[config.mk]
export PLATFORM = sky130hd
export DESIGN_NAME = operand_fetch_flat
export DESIGN_NICKNAME = d
export VERILOG_FILES = /design/src/rtl/operand_fetch_if.sv /design/src/rtl/operand_fetch.sv /design/src/flat_wrapper.sv
export SDC_FILE = /design/constraint.sdc
export NUM_CORES = 1
export LEC_CHECK = 0
export ABC_AREA = 1
export CORE_MARGIN = 5
export CORE_UTILIZATION = 42
export CTS_CLUSTER_SIZE = 28
export DETAILED_ROUTE_END_ITERATION = 10
export GPL_TIMING_DRIVEN = 0
export PLACE_DENSITY = 0.82
export SYNTH_ARGS = -nofsm -noshare
export SYNTH_HDL_FRONTEND = slang
export SYNTH_SLANG_ARGS = --single-unit
[constraint.sdc]
create_clock -name clk -period 2.6 [get_ports clk]
set_clock_uncertainty 0.2 [all_clocks]
set_input_delay 0.26 -clock clk [delete_from_list [all_inputs] [get_ports clk]]
set_output_delay 0.26 -clock clk [all_outputs]
set_load 0.05 [all_outputs]
[src/rtl/operand_fetch_if.sv]
`default_nettype none
// ============================================================================
//  Module      : operand_fetch_if
//  Description : Bundle of the decode-side, register-file, writeback, flush,
//                execute-side and scoreboard signals of the operand fetch
//                stage.
//                master : the surrounding pipeline (drives the stage inputs)
//                slave  : the operand_fetch stage itself
//  Signals     : in_valid/in_ready/in_rn/in_rm/in_rd/in_we   decode side
//                rf_addr1/rf_addr2/rf_data1/rf_data2         register file
//                wb_valid/wb_addr/wb_data                    writeback
//                flush                                       pipeline flush
//                out_valid/out_ready/out_op1/out_op2/
//                out_rd/out_we                               execute side
//                busy                                        pending writes
//  Revision    : 1.0  initial release
// ============================================================================
interface operand_fetch_if;
    logic        in_valid;
    logic        in_ready;
    logic [3:0]  in_rn;
    logic [3:0]  in_rm;
    logic [3:0]  in_rd;
    logic        in_we;
    logic [3:0]  rf_addr1;
    logic [3:0]  rf_addr2;
    logic [31:0] rf_data1;
    logic [31:0] rf_data2;
    logic        wb_valid;
    logic [3:0]  wb_addr;
    logic [31:0] wb_data;
    logic        flush;
    logic        out_valid;
    logic        out_ready;
    logic [31:0] out_op1;
    logic [31:0] out_op2;
    logic [3:0]  out_rd;
    logic        out_we;
    logic [15:0] busy;

    modport master (
        output in_valid, in_rn, in_rm, in_rd, in_we,
        output rf_data1, rf_data2,
        output wb_valid, wb_addr, wb_data,
        output flush, out_ready,
        input  in_ready, rf_addr1, rf_addr2,
        input  out_valid, out_op1, out_op2, out_rd, out_we, busy
    );

    modport slave (
        input  in_valid, in_rn, in_rm, in_rd, in_we,
        input  rf_data1, rf_data2,
        input  wb_valid, wb_addr, wb_data,
        input  flush, out_ready,
        output in_ready, rf_addr1, rf_addr2,
        output out_valid, out_op1, out_op2, out_rd, out_we, busy
    );
endinterface
`default_nettype wire

[src/rtl/operand_fetch.sv]
`default_nettype none
// ============================================================================
//  Module      : operand_fetch
//  Description : Operand fetch pipeline stage. Reads two source registers,
//                checks a 16-entry pending-write scoreboard for RAW hazards,
//                and registers an operand bundle for the execute stage with
//                a valid/ready handshake (1-cycle latency, no bubble on
//                back-to-back transfers).
//  Ports       : clk  - rising-edge clock
//                rst  - asynchronous active-low reset
//                bus  - operand_fetch_if.slave (decode, register file,
//                       writeback, flush, execute and scoreboard signals)
//  Options     : OPFETCH_BYPASS_EN - when defined, a writeback in the same
//                cycle resolves the hazard on a matching source register
//                and supplies that operand directly from wb_data.
//  Revision    : 1.0  initial release
// ============================================================================
module operand_fetch (
    input  wire logic        clk,
    input  wire logic        rst,
    operand_fetch_if.slave   bus
);

    logic [15:0] r_busy;
    logic        r_out_valid;
    logic [31:0] r_out_op1;
    logic [31:0] r_out_op2;
    logic [3:0]  r_out_rd;
    logic        r_out_we;

    logic        w_byp1;
    logic        w_byp2;
    logic        w_haz;
    logic        w_ready;
    logic        w_xfer;
    logic [31:0] w_op1;
    logic [31:0] w_op2;
    logic [15:0] w_set_mask;
    logic [15:0] w_clr_mask;

    // Register-file addresses are plain copies of the source indices so the
    // read data arrives in the same cycle as the instruction.
    assign bus.rf_addr1 = bus.in_rn;
    assign bus.rf_addr2 = bus.in_rm;

`ifdef OPFETCH_BYPASS_EN
    // A retiring write to a source register resolves its hazard this cycle.
    assign w_byp1 = bus.wb_valid && (bus.wb_addr == bus.in_rn);
    assign w_byp2 = bus.wb_valid && (bus.wb_addr == bus.in_rm);
`else
    // No forwarding: a busy source waits until its bit has been cleared,
    // by which time the register file holds the written value.
    assign w_byp1 = 1'b0;
    assign w_byp2 = 1'b0;
`endif

    // Hazard uses the scoreboard as it stands before this edge, so an
    // instruction whose rd equals one of its sources never stalls itself.
    assign w_haz = (r_busy[bus.in_rn] && !w_byp1) ||
                   (r_busy[bus.in_rm] && !w_byp2);

    assign w_ready = rst && (!r_out_valid || bus.out_ready) && !w_haz && !bus.flush;
    assign w_xfer  = bus.in_valid && w_ready;

    assign w_op1 = w_byp1 ? bus.wb_data : bus.rf_data1;
    assign w_op2 = w_byp2 ? bus.wb_data : bus.rf_data2;

    // Clear is applied before set so a same-index set wins.
    assign w_set_mask = (w_xfer && bus.in_we) ? (16'd1 << bus.in_rd)   : 16'd0;
    assign w_clr_mask = bus.wb_valid          ? (16'd1 << bus.wb_addr) : 16'd0;

    always_ff @(posedge clk or negedge rst) begin
        if (!rst) begin
            r_busy      <= 16'h0000;
            r_out_valid <= 1'b0;
            r_out_op1   <= 32'd0;
            r_out_op2   <= 32'd0;
            r_out_rd    <= 4'd0;
            r_out_we    <= 1'b0;
        end else if (bus.flush) begin
            // Flush discards the held bundle and all pending writes; the
            // bundle data registers keep their contents, only valid drops.
            r_busy      <= 16'h0000;
            r_out_valid <= 1'b0;
        end else begin
            r_busy <= (r_busy & ~w_clr_mask) | w_set_mask;
            if (w_xfer) begin
                r_out_valid <= 1'b1;
                r_out_op1   <= w_op1;
                r_out_op2   <= w_op2;
                r_out_rd    <= bus.in_rd;
                r_out_we    <= bus.in_we;
            end else if (bus.out_ready) begin
                r_out_valid <= 1'b0;
            end
        end
    end

    assign bus.in_ready  = w_ready;
    assign bus.out_valid = r_out_valid;
    assign bus.out_op1   = r_out_op1;
    assign bus.out_op2   = r_out_op2;
    assign bus.out_rd    = r_out_rd;
    assign bus.out_we    = r_out_we;
    assign bus.busy      = r_busy;

endmodule
`default_nettype wire

[src/flat_wrapper.sv]
// flat-port wrapper written by rule: the top's interface ports become plain ports
module operand_fetch_flat 
  (clk, rst, bus_in_valid, bus_in_rn, bus_in_rm, bus_in_rd, bus_in_we, bus_rf_data1, bus_rf_data2, bus_wb_valid, bus_wb_addr, bus_wb_data, bus_flush, bus_out_ready, bus_in_ready, bus_rf_addr1, bus_rf_addr2, bus_out_valid, bus_out_op1, bus_out_op2, bus_out_rd, bus_out_we, bus_busy);
  operand_fetch_if bus_i ();
  input  wire logic clk;
  input  wire logic rst;
  input wire logic [$bits(bus_i.in_valid)-1:0] bus_in_valid;
  input wire logic [$bits(bus_i.in_rn)-1:0] bus_in_rn;
  input wire logic [$bits(bus_i.in_rm)-1:0] bus_in_rm;
  input wire logic [$bits(bus_i.in_rd)-1:0] bus_in_rd;
  input wire logic [$bits(bus_i.in_we)-1:0] bus_in_we;
  input wire logic [$bits(bus_i.rf_data1)-1:0] bus_rf_data1;
  input wire logic [$bits(bus_i.rf_data2)-1:0] bus_rf_data2;
  input wire logic [$bits(bus_i.wb_valid)-1:0] bus_wb_valid;
  input wire logic [$bits(bus_i.wb_addr)-1:0] bus_wb_addr;
  input wire logic [$bits(bus_i.wb_data)-1:0] bus_wb_data;
  input wire logic [$bits(bus_i.flush)-1:0] bus_flush;
  input wire logic [$bits(bus_i.out_ready)-1:0] bus_out_ready;
  output wire logic [$bits(bus_i.in_ready)-1:0] bus_in_ready;
  output wire logic [$bits(bus_i.rf_addr1)-1:0] bus_rf_addr1;
  output wire logic [$bits(bus_i.rf_addr2)-1:0] bus_rf_addr2;
  output wire logic [$bits(bus_i.out_valid)-1:0] bus_out_valid;
  output wire logic [$bits(bus_i.out_op1)-1:0] bus_out_op1;
  output wire logic [$bits(bus_i.out_op2)-1:0] bus_out_op2;
  output wire logic [$bits(bus_i.out_rd)-1:0] bus_out_rd;
  output wire logic [$bits(bus_i.out_we)-1:0] bus_out_we;
  output wire logic [$bits(bus_i.busy)-1:0] bus_busy;
  assign bus_i.in_valid = bus_in_valid;
  assign bus_i.in_rn = bus_in_rn;
  assign bus_i.in_rm = bus_in_rm;
  assign bus_i.in_rd = bus_in_rd;
  assign bus_i.in_we = bus_in_we;
  assign bus_i.rf_data1 = bus_rf_data1;
  assign bus_i.rf_data2 = bus_rf_data2;
  assign bus_i.wb_valid = bus_wb_valid;
  assign bus_i.wb_addr = bus_wb_addr;
  assign bus_i.wb_data = bus_wb_data;
  assign bus_i.flush = bus_flush;
  assign bus_i.out_ready = bus_out_ready;
  assign bus_in_ready = bus_i.in_ready;
  assign bus_rf_addr1 = bus_i.rf_addr1;
  assign bus_rf_addr2 = bus_i.rf_addr2;
  assign bus_out_valid = bus_i.out_valid;
  assign bus_out_op1 = bus_i.out_op1;
  assign bus_out_op2 = bus_i.out_op2;
  assign bus_out_rd = bus_i.out_rd;
  assign bus_out_we = bus_i.out_we;
  assign bus_busy = bus_i.busy;
  operand_fetch u_core (.clk(clk), .rst(rst), .bus(bus_i));
endmodule
==> flow_metrics.env, run 1 <==
export IMPL_crit_arrival_ns=2.00
export IMPL_path_clk_slew_ns=0.08
export IMPL_ys_ff_latch=86
export IMPL_ys_types=22
export IMPL_slew_viol_final=0
export IMPL_numPortBuffers=178
export IMPL_die_area_um2=11470
export IMPL_syn_area_per_cell_um2=7.949
export IMPL_place_area_um2=5904
export IMPL_path_class="input port to output port"
export IMPL_wl_um=12810
export IMPL_post_route_min_period_ns=2.456
export IMPL_layout_commonest_cell="nand2_1"
export IMPL_max_freq_ghz=0.4072
export IMPL_drive_gt1_share_pct=7.174
export IMPL_die_h_um=107.1
export IMPL_fin_setup_tns_ns=0
export IMPL_setup_violations_final=0
export IMPL_coreArea_um2=9196
export IMPL_syn_nets=617
export IMPL_die_w_um=107.1
export IMPL_post_route_period_util_pct=94.45
export IMPL_dp_hpwl_um=9788
export IMPL_root_buffer="clkbuf_8"
export IMPL_area_growth_pct=55.78
export IMPL_grt_overflow=0
export IMPL_cp_max_fo=10
export IMPL_clock_latency_ns=0.36
export IMPL_power_density_nw_per_um2=847.8
export IMPL_vias_per_cell=5.031
export IMPL_rsz0062_at_grt="false"
export IMPL_worst_pin_slew_ns=0.5557
export IMPL_start_util_pct=43.05
export IMPL_cts_buffer_depth=2
export IMPL_startpoint_type="input port"
export IMPL_numCtsBuffers=9
export IMPL_fill_cells=717
export IMPL_stdcell_area_um2=6167
export IMPL_antenna_found_initial=0
export IMPL_ant_nets=0
export IMPL_critical_path_required_ns=2.14
export IMPL_cts_tree="done"
export IMPL_synth_cells=498
export IMPL_gp_congestion=1.080
export IMPL_grt_max_degree=59
export IMPL_synth_seq_area_share_pct=54.36
export IMPL_grt_pass1_vias=4159
export IMPL_track_usage_pct=22.95
export IMPL_synth_warnings=0
export IMPL_num_io_pins=214
export IMPL_rows=35
export IMPL_synth_area_leaders="dfrtp_1, nand2_1, nand3_1, inv_1, a21oi_1"
export IMPL_mostFrequentLayoutCells="nand2_1, clkdlybuf4s50_1, dfrtp_1"
export IMPL_n_antenna_cell=0
export IMPL_maxCapViolations=0
export IMPL_max_slew_margin_pct=62.84
export IMPL_ir_worst_vdd_uv=549.4
export IMPL_min_path_type="input port to flip-flop"
export IMPL_end_kind="output port"
export IMPL_num_vias=4065
export IMPL_grt_pass1_wl_um=20870
export IMPL_numClockSinks=86
export IMPL_nets=811
export IMPL_netlist_area_um2=3959
export IMPL_status="completed"
export IMPL_drc=0
export IMPL_leakage_uw=0.002939
export IMPL_synth_largest_area_cell="dfrtp_1"
export IMPL_htree_num_levels=3
export IMPL_finalHoldViolCount=0
export IMPL_first_pass_iters=5
export IMPL_dr_first_iter_drc_count=222
export IMPL_wire_per_inst_um=15.86
export IMPL_netlist_area_leader_share_pct=54.36
## cell usage after synthesis
master and n:
nor3_1 8, nor2_1 18, a21oi_1 18, buf_2 10
nand2_1 230, buf_1 4, buf_6 7, nand2_2 2
buf_4 9, nor3b_1 1, inv_1 31, clkbuf_1 2
nand4_1 8, o21ai_1 3, inv_2 1, o31ai_1 1
nand3_1 35, o21ai_0 18, dfrtp_1 86, nor2_4 1
nand3b_1 1, o211ai_1 4
## final timing paths
check | slack [ns] | start | cells past startpoint | endpoint
max | 0.14 | bus_in_rm[0] | 10 | bus_in_ready
min | 0.10 | bus_in_valid | 3 | u_core.bus.busy[10]
max reg2reg | 0.41 | u_core.bus.busy[4] | 13 | u_core.bus.out_op1[9]
min reg2reg | 0.28 | u_core.bus.out_op2[9] | 2 | u_core.bus.out_op2[9]
max in group asynchronous | 1.61 | rst | 3 | u_core.bus.out_rd[2]
min in group asynchronous | 0.27 | rst | 3 | u_core.bus.out_op1[10]
## cells by family (layout without fill, tap and decap cells)
| family | Yosys count | count (layout) | share of synthesized area, % |
|---|---|---|---|
| AO/OA/AOI/OAI | 44 | 44 | 5.879 |
| flip-flops | 86 | 86 | 54.36 |
| buffers and inverters | 64 | 263 | 8.565 |
| AND/OR/NAND/NOR | 304 | 304 | 31.19 |
## cell type report
type | instances | area, um2 | area share (%)
flip-flops and latches | 86 | 2152 | 34.90
repair buffers | 183 | 1852 | 30.03
multi-input cells | 348 | 1468 | 23.80
plain buffers | 32 | 221.5 | 3.591
well taps | 111 | 138.9 | 2.252
clock buffers | 11 | 131.4 | 2.130
inverters | 32 | 120.1 | 1.948
clock inverters | 5 | 83.83 | 1.359
## metal layers
| metal | global-route usage, % | vias up | wire [um] |
|---|---|---|---|
| met5 | 0 | - | 0 |
| met4 | 8.128 | 0 | 265 |
| met3 | 9.211 | 27 | 1539 |
| met2 | 38.20 | 219 | 6133 |
| met1 | 26.74 | 1876 | 4871 |
| li1 | - | 1943 | - |
## power breakdown
part	leakage, uW	switching, uW	internal [uW]
logic	0.00173	1590	800
registers	0.00111	174	1640
clock network	0.0000998	481	544
## registers in the layout (all words and copies together) (netlist names)
| signal | count |
|---|---|
| u_core.bus.busy | 16 |
| u_core.bus.out_op1 | 32 |
| u_core.bus.out_op2 | 32 |
| u_core.bus.out_rd | 4 |
| u_core.bus.out_valid | 1 |
| u_core.bus.out_we | 1 |
## worst max-delay path: stages
cell and delay [ns]:
clkdlybuf4s50_1 0.54, buf_4 0.19, nand2_1 0.09, nand3_1 0.09
nand3_1 0.08, nand3_1 0.07, nand3_1 0.14, nor2_4 0.16
clkbuf_4 0.20, buf_6 0.18
## stage by stage
stage               setup WS (ns)  total power [uW]  std cells  utilization [%]  hold WS (ns)
global placement           -3.235              4171        787            63.93        0.2616
detailed placement        -0.6757              4216        788            64.20       0.01417
floorplan                  0.4970              3263        498                -       -0.2356
finish                     0.1442              5229        808            67.06        0.1013
CTS                      0.002442              5252        806            66.83       0.09405
global route              0.02496              5485        808            67.06        0.1012
## what timing repair did
item,in CTS,in global routing
hold endpoints to repair,28,0
hold buffers,2,0
setup buffers,0,2
pin swaps,0,1
endpoints found under the setup margin,1,1
gates resized for setup,7,2
No activity file was read; power rests on OpenSTA's default activity.
==> run 2: changes to the inputs <==
Settings changed: CORE_MARGIN 5 to default, CTS_CLUSTER_SIZE 28 to default.
==> run 2 against run 1 <==
Effect of this change:
- hold slack improved by 0.0025 ns
- maximum frequency decreased by 0.81%
- first-iteration DRC count shrank 24%
- clock-buffer cell count unchanged
- final cell count decreased by 0.12%
- register-to-register slack worse by 0.03 ns
- flip-flop and latch count unchanged
- wire length shrank 13%
- critical endpoint unchanged
- global-route usage rose by 0.24 points
- via count down 4.3%
==> flow_metrics.env, run 2 (same netlist as run 1, synthesis figures left out) <==
export IMPL_status="completed"
export IMPL_dp_hpwl_um=8583
export IMPL_wire_per_inst_um=13.85
export IMPL_ir_worst_vdd_uv=552.7
export IMPL_min_path_type="input port to flip-flop"
export IMPL_numPortBuffers=178
export IMPL_wl_met1_um=4553
export IMPL_grt_pass1_wl_um=17820
export IMPL_ant_nets=0
export IMPL_htree_num_levels=3
export IMPL_area_growth_pct=54.71
export IMPL_num_io_pins=214
export IMPL_die_h_um=99.09
export IMPL_path_clk_slew_ns=0.08
export IMPL_rows=35
export IMPL_top_layer_used="met4"
export IMPL_setup_violations_final=0
export IMPL_crit_arrival_ns=2.02
export IMPL_nets=810
export IMPL_root_buffer="clkbuf_8"
export IMPL_wl_met3_um=1112
export IMPL_mostFrequentLayoutCells="nand2_1, clkdlybuf4s50_1, dfrtp_1"
export IMPL_max_freq_ghz=0.4039
export IMPL_wl_met2_um=5327
export IMPL_drc=0
export IMPL_coreArea_um2=9196
export IMPL_n_antenna_cell=0
export IMPL_place_area_um2=5904
export IMPL_cts_tree="done"
export IMPL_path_class="input port to output port"
export IMPL_grt_overflow=0
export IMPL_numCtsBuffers=9
export IMPL_worst_pin_slew_ns=0.5712
export IMPL_critical_path_required_ns=2.14
export IMPL_cp_max_fo=10
export IMPL_fill_cells=768
export IMPL_wl_um=11180
export IMPL_die_area_um2=9818
export IMPL_post_route_min_period_ns=2.476
export IMPL_cts_buffer_depth=2
export IMPL_dr_first_iter_drc_count=169
export IMPL_numClockSinks=86
export IMPL_grt_pass1_vias=3882
export IMPL_drive_gt1_share_pct=7.184
export IMPL_max_slew_margin_pct=61.80
export IMPL_post_route_period_util_pct=95.22
export IMPL_final_seq_area_um2=2152
export IMPL_antenna_found_initial=0
export IMPL_fin_ws_ns=0.1242
export IMPL_grt_max_degree=61
export IMPL_startpoint_type="input port"
export IMPL_dp_worst_setup_slack_ns=-0.7014
export IMPL_power_density_nw_per_um2=821.4
export IMPL_leakage_uw=0.002918
export IMPL_first_pass_iters=5
export IMPL_finalHoldViolCount=0
export IMPL_multi_input_area_um2=1468
export IMPL_final_core_util_pct=66.60
export IMPL_start_util_pct=43.05
export IMPL_gp_congestion=0.8921
export IMPL_num_vias=3890
export IMPL_layout_commonest_cell="nand2_1"
export IMPL_clock_latency_ns=0.34
export IMPL_die_w_um=99.09
export IMPL_stdcell_area_um2=6125
export IMPL_rrSetupSlack_ns=0.38
export IMPL_end_kind="output port"
export IMPL_slew_viol_final=0
export IMPL_track_usage_pct=23.19
export IMPL_maxCapViolations=0
export IMPL_vias_per_cell=4.820
run 2: path summary, 6_finish.rpt:
check	from	end	cells past startpoint
max	bus_in_rm[0]	bus_in_ready	10
min	bus_flush	u_core.bus.busy[1]	2
max in group asynchronous	rst	u_core.bus.out_op2[0]	4
max reg2reg	u_core.bus.busy[13]	u_core.bus.out_op1[18]	13
min reg2reg	u_core.bus.out_op1[19]	u_core.bus.out_op1[19]	2
min in group asynchronous	rst	u_core.bus.out_op2[15]	3
run 2: final cells by class:
class                      instances  area share [%]
buffer                            32           3.616
sequential                        86           35.14
clock buffer                      11           2.308
timing repair buffer             182           30.05
tap                              111           2.268
inverter                          32           1.961
clock inverter                     5          0.6946
multi-input combinational        348           23.96
run 2: power breakdown:
part	total (uW)	internal (uW)	leakage (uW)	switching, uW
clock	863	382	0.0000837	482
combinational	2350	798	0.00173	1560
sequential	1810	1640	0.00111	174
run 2: layer usage:
layer | track usage [%] | vias up
met5 | 0 | -
met4 | 7.014 | 0
met3 | 8.156 | 13
met2 | 39.54 | 168
met1 | 27.66 | 1774
li1 | - | 1935
run 2: timing repair:
item | in CTS | in global routing
endpoints found under the setup margin | 1 | 1
pin swaps | 1 | 1
cloned | 0 | 0
setup buffers | 0 | 1
endpoints found under the hold margin | 49 | 0
hold buffers | 2 | 0
gates resized for setup | 8 | 0
run 2: stage by stage:
| stage | hold slack, ns | setup TNS [ns] | cells | total power [uW] |
|---|---|---|---|---|
| 3_5_place_dp | -0.001679 | -6.000 | 788 | 4185 |
| 4_1_cts | 0.09307 | 0 | 806 | 5068 |
| 6_report | 0.1039 | 0 | 807 | 5031 |
| 2_1_floorplan | -0.2356 | 0 | 498 | 3263 |
| 5_1_grt | 0.1238 | -0.006246 | 807 | 5261 |
| 3_3_place_gp | 0.2627 | -391.27 | 787 | 4155 |
run 2: critical path, stage by stage:
cell and delay, ns:
clkdlybuf4s50_1 0.53, buf_4 0.19, nand2_1 0.06, nand3_1 0.09
nand3_1 0.09, nand3_1 0.10, nand3_1 0.13, nor2_4 0.16
buf_4 0.18, buf_4 0.22
==> run 3: changes to the inputs <==
Settings changed: CELL_PAD_IN_SITES_DETAIL_PLACEMENT from default to 1, CELL_PAD_IN_SITES_GLOBAL_PLACEMENT from default to 1, CORE_UTILIZATION 42 to 29.
==> run 3 against run 2 <==
Effect of this change:
- the run now ends with negative hold slack left
- flip-flop and latch count unchanged
- final cell count increased by 7.8%
- hold slack got worse by 0.46 ns
- sequential power about the same
- die area increased by 44%
- sequential share of layout area decreased by 0.94 points
- global-route usage decreased by 3.5 points
==> flow_metrics.env, run 3 (same netlist as run 1, synthesis figures left out) <==
export IMPL_grt_use_met1_pct=22.01
export IMPL_post_route_period_util_pct=92.31
export IMPL_finalHoldViolCount=86
export IMPL_htree_num_levels=3
export IMPL_path_class="input port to output port"
export IMPL_numPortBuffers=178
export IMPL_path_clk_slew_ns=0.06
export IMPL_wl_um=13420
export IMPL_die_area_um2=14120
export IMPL_root_buffer="clkbuf_16"
export IMPL_track_usage_pct=19.68
export IMPL_ff2ff_path_depth=13
export IMPL_coreArea_um2=13300
export IMPL_numClockSinks=86
export IMPL_crit_arrival_ns=1.94
export IMPL_power_uw=5391
export IMPL_antenna_found_initial=0
export IMPL_gp_congestion=0.8313
export IMPL_maxCapViolations=0
export IMPL_path_cells="clkdlybuf4s50_1, inv_1, nor2_1, nand2_1, nand3_1, nand3b_1, nand3_1, nor2_4, buf_4, buf_6"
export IMPL_post_route_min_period_ns=2.400
export IMPL_num_io_pins=214
export IMPL_grt_use_met2_pct=35.31
export IMPL_cp_common_cell="nand3_1"
export IMPL_worst_pin_slew_ns=0.5556
export IMPL_power_density_nw_per_um2=856.8
export IMPL_nets=809
export IMPL_globalRouteMet3Util_pct=6.897
export IMPL_cp_max_fo=10
export IMPL_top_usage_layer="met2"
export IMPL_violations="negative hold slack"
export IMPL_first_pass_iters=4
export IMPL_grt_max_degree=70
export IMPL_mostFrequentLayoutCells="nand2_1, clkdlybuf4s50_1, dfrtp_1"
export IMPL_wire_per_inst_um=15.42
export IMPL_vias_per_cell=4.592
export IMPL_fin_setup_tns_ns=0
export IMPL_critical_path_required_ns=2.14
export IMPL_layout_commonest_cell="nand2_1"
export IMPL_status="finished, violations left"
export IMPL_start_util_pct=29.78
export IMPL_ir_worst_vdd_uv=425.7
export IMPL_dp_hpwl_um=10370
export IMPL_grt_overflow=0
export IMPL_max_slew_margin_pct=62.84
export IMPL_num_vias=3995
export IMPL_setup_violations_final=0
export IMPL_numCtsBuffers=9
export IMPL_grt_pass1_vias=4373
export IMPL_die_h_um=118.8
export IMPL_slowest_stage="clkdlybuf4s50_1"
export IMPL_leakage_uw=0.002984
export IMPL_min_path_type="input port to async pin"
export IMPL_dr_first_iter_drc_count=142
export IMPL_ant_nets=0
export IMPL_drive_gt1_share_pct=7.061
export IMPL_slew_viol_final=0
export IMPL_grt_pass1_wl_um=21980
export IMPL_slowest_delay_ns=0.44
export IMPL_whs_ns=-0.3582
export IMPL_startpoint_type="input port"
export IMPL_final_core_util_pct=47.33
export IMPL_area_growth_pct=58.94
export IMPL_end_kind="output port"
export IMPL_drc=0
export IMPL_rows=42
export IMPL_die_w_um=118.8
export IMPL_max_freq_ghz=0.4167
export IMPL_n_antenna_cell=0
export IMPL_cts_buffer_depth=2
export IMPL_cts_tree="done"
export IMPL_clock_latency_ns=0.34
export IMPL_rsz0062_at_grt="false"
==> run 3: cell types whose count changed in the layout (fill, tap and decap cells not counted), sizes merged <==
cell           before  now
clkinv              1    4
dlygate4sd2         1    0
inv                33   32
clkinvlp            3    0
dlygate4sd3         1    0
dlymetal6s2s        0    2
clkdlybuf4s50     175  174
==> run 3: final cells by class <==
| class | instances | area, um2 |
|---|---|---|
| multi-input cells | 348 | 1468 |
| plain buffers | 32 | 225.2 |
| clock inverters | 4 | 23.77 |
| clock buffers | 11 | 242.7 |
| fillers | 1597 | 7003 |
| flip-flops and latches | 86 | 2152 |
| inverters | 32 | 120.1 |
| repair buffers | 181 | 1841 |
| well taps | 176 | 220.2 |
==> run 3: final timing paths <==
path / startpoint / slack, ns / to
max: bus_in_rm[1] / 0.20 / bus_in_ready
min: rst / -0.36 / u_core.bus.out_op1[10]
max in group asynchronous: rst / 2.00 / u_core.bus.busy[14]
max reg2reg: u_core.bus.busy[13] / 0.33 / u_core.bus.out_op2[21]
min reg2reg: u_core.bus.out_op2[3] / 0.28 / u_core.bus.out_op2[3]
min in group clk: bus_in_valid / 0.16 / u_core.bus.busy[8]
==> run 3: stage by stage <==
stage | area [um2] | cells | setup slack [ns]
2_1_floorplan | 3959 | 498 | 0.4970
3_3_place_gp | 5961 | 852 | -3.375
3_5_place_dp | 5986 | 853 | -0.7652
4_1_cts | 6264 | 869 | 0.05498
5_1_grt | 6292 | 870 | 0.03021
6_report | 6292 | 870 | 0.2000
==> run 3: power breakdown <==
| group | switching (uW) | total, uW | internal [uW] |
|---|---|---|---|
| clock network | 523 | 1190 | 665 |
| registers | 171 | 1810 | 1640 |
| logic | 1590 | 2390 | 799 |
| total | 2290 | 5390 | 3110 |
==> run 3: metal layers <==
layer | part of all wire, % | up-vias | wire length (um)
met1 | 41 | 1925 | 5449
met2 | 50 | 125 | 6773
met3 | 8.0 | 10 | 1068
li1 | - | 1935 | -
met5 | 0 | - | 0
met4 | 0.95 | 0 | 127
==> run 3: worst max-delay path, delay by kind of cell <==
family                 cells  cell delay [ns]
buffers and inverters      4             1.04
and+or+nand+nor            6             0.63
==> run 3: what timing repair did <==
item                                   in CTS  in global routing
gates cloned                                0                  0
setup endpoints to repair                   1                 64
gates resized for setup                     8                  3
endpoints found under the hold margin      86                 19
setup buffers                               1                  0
pin swaps                                   1                  0
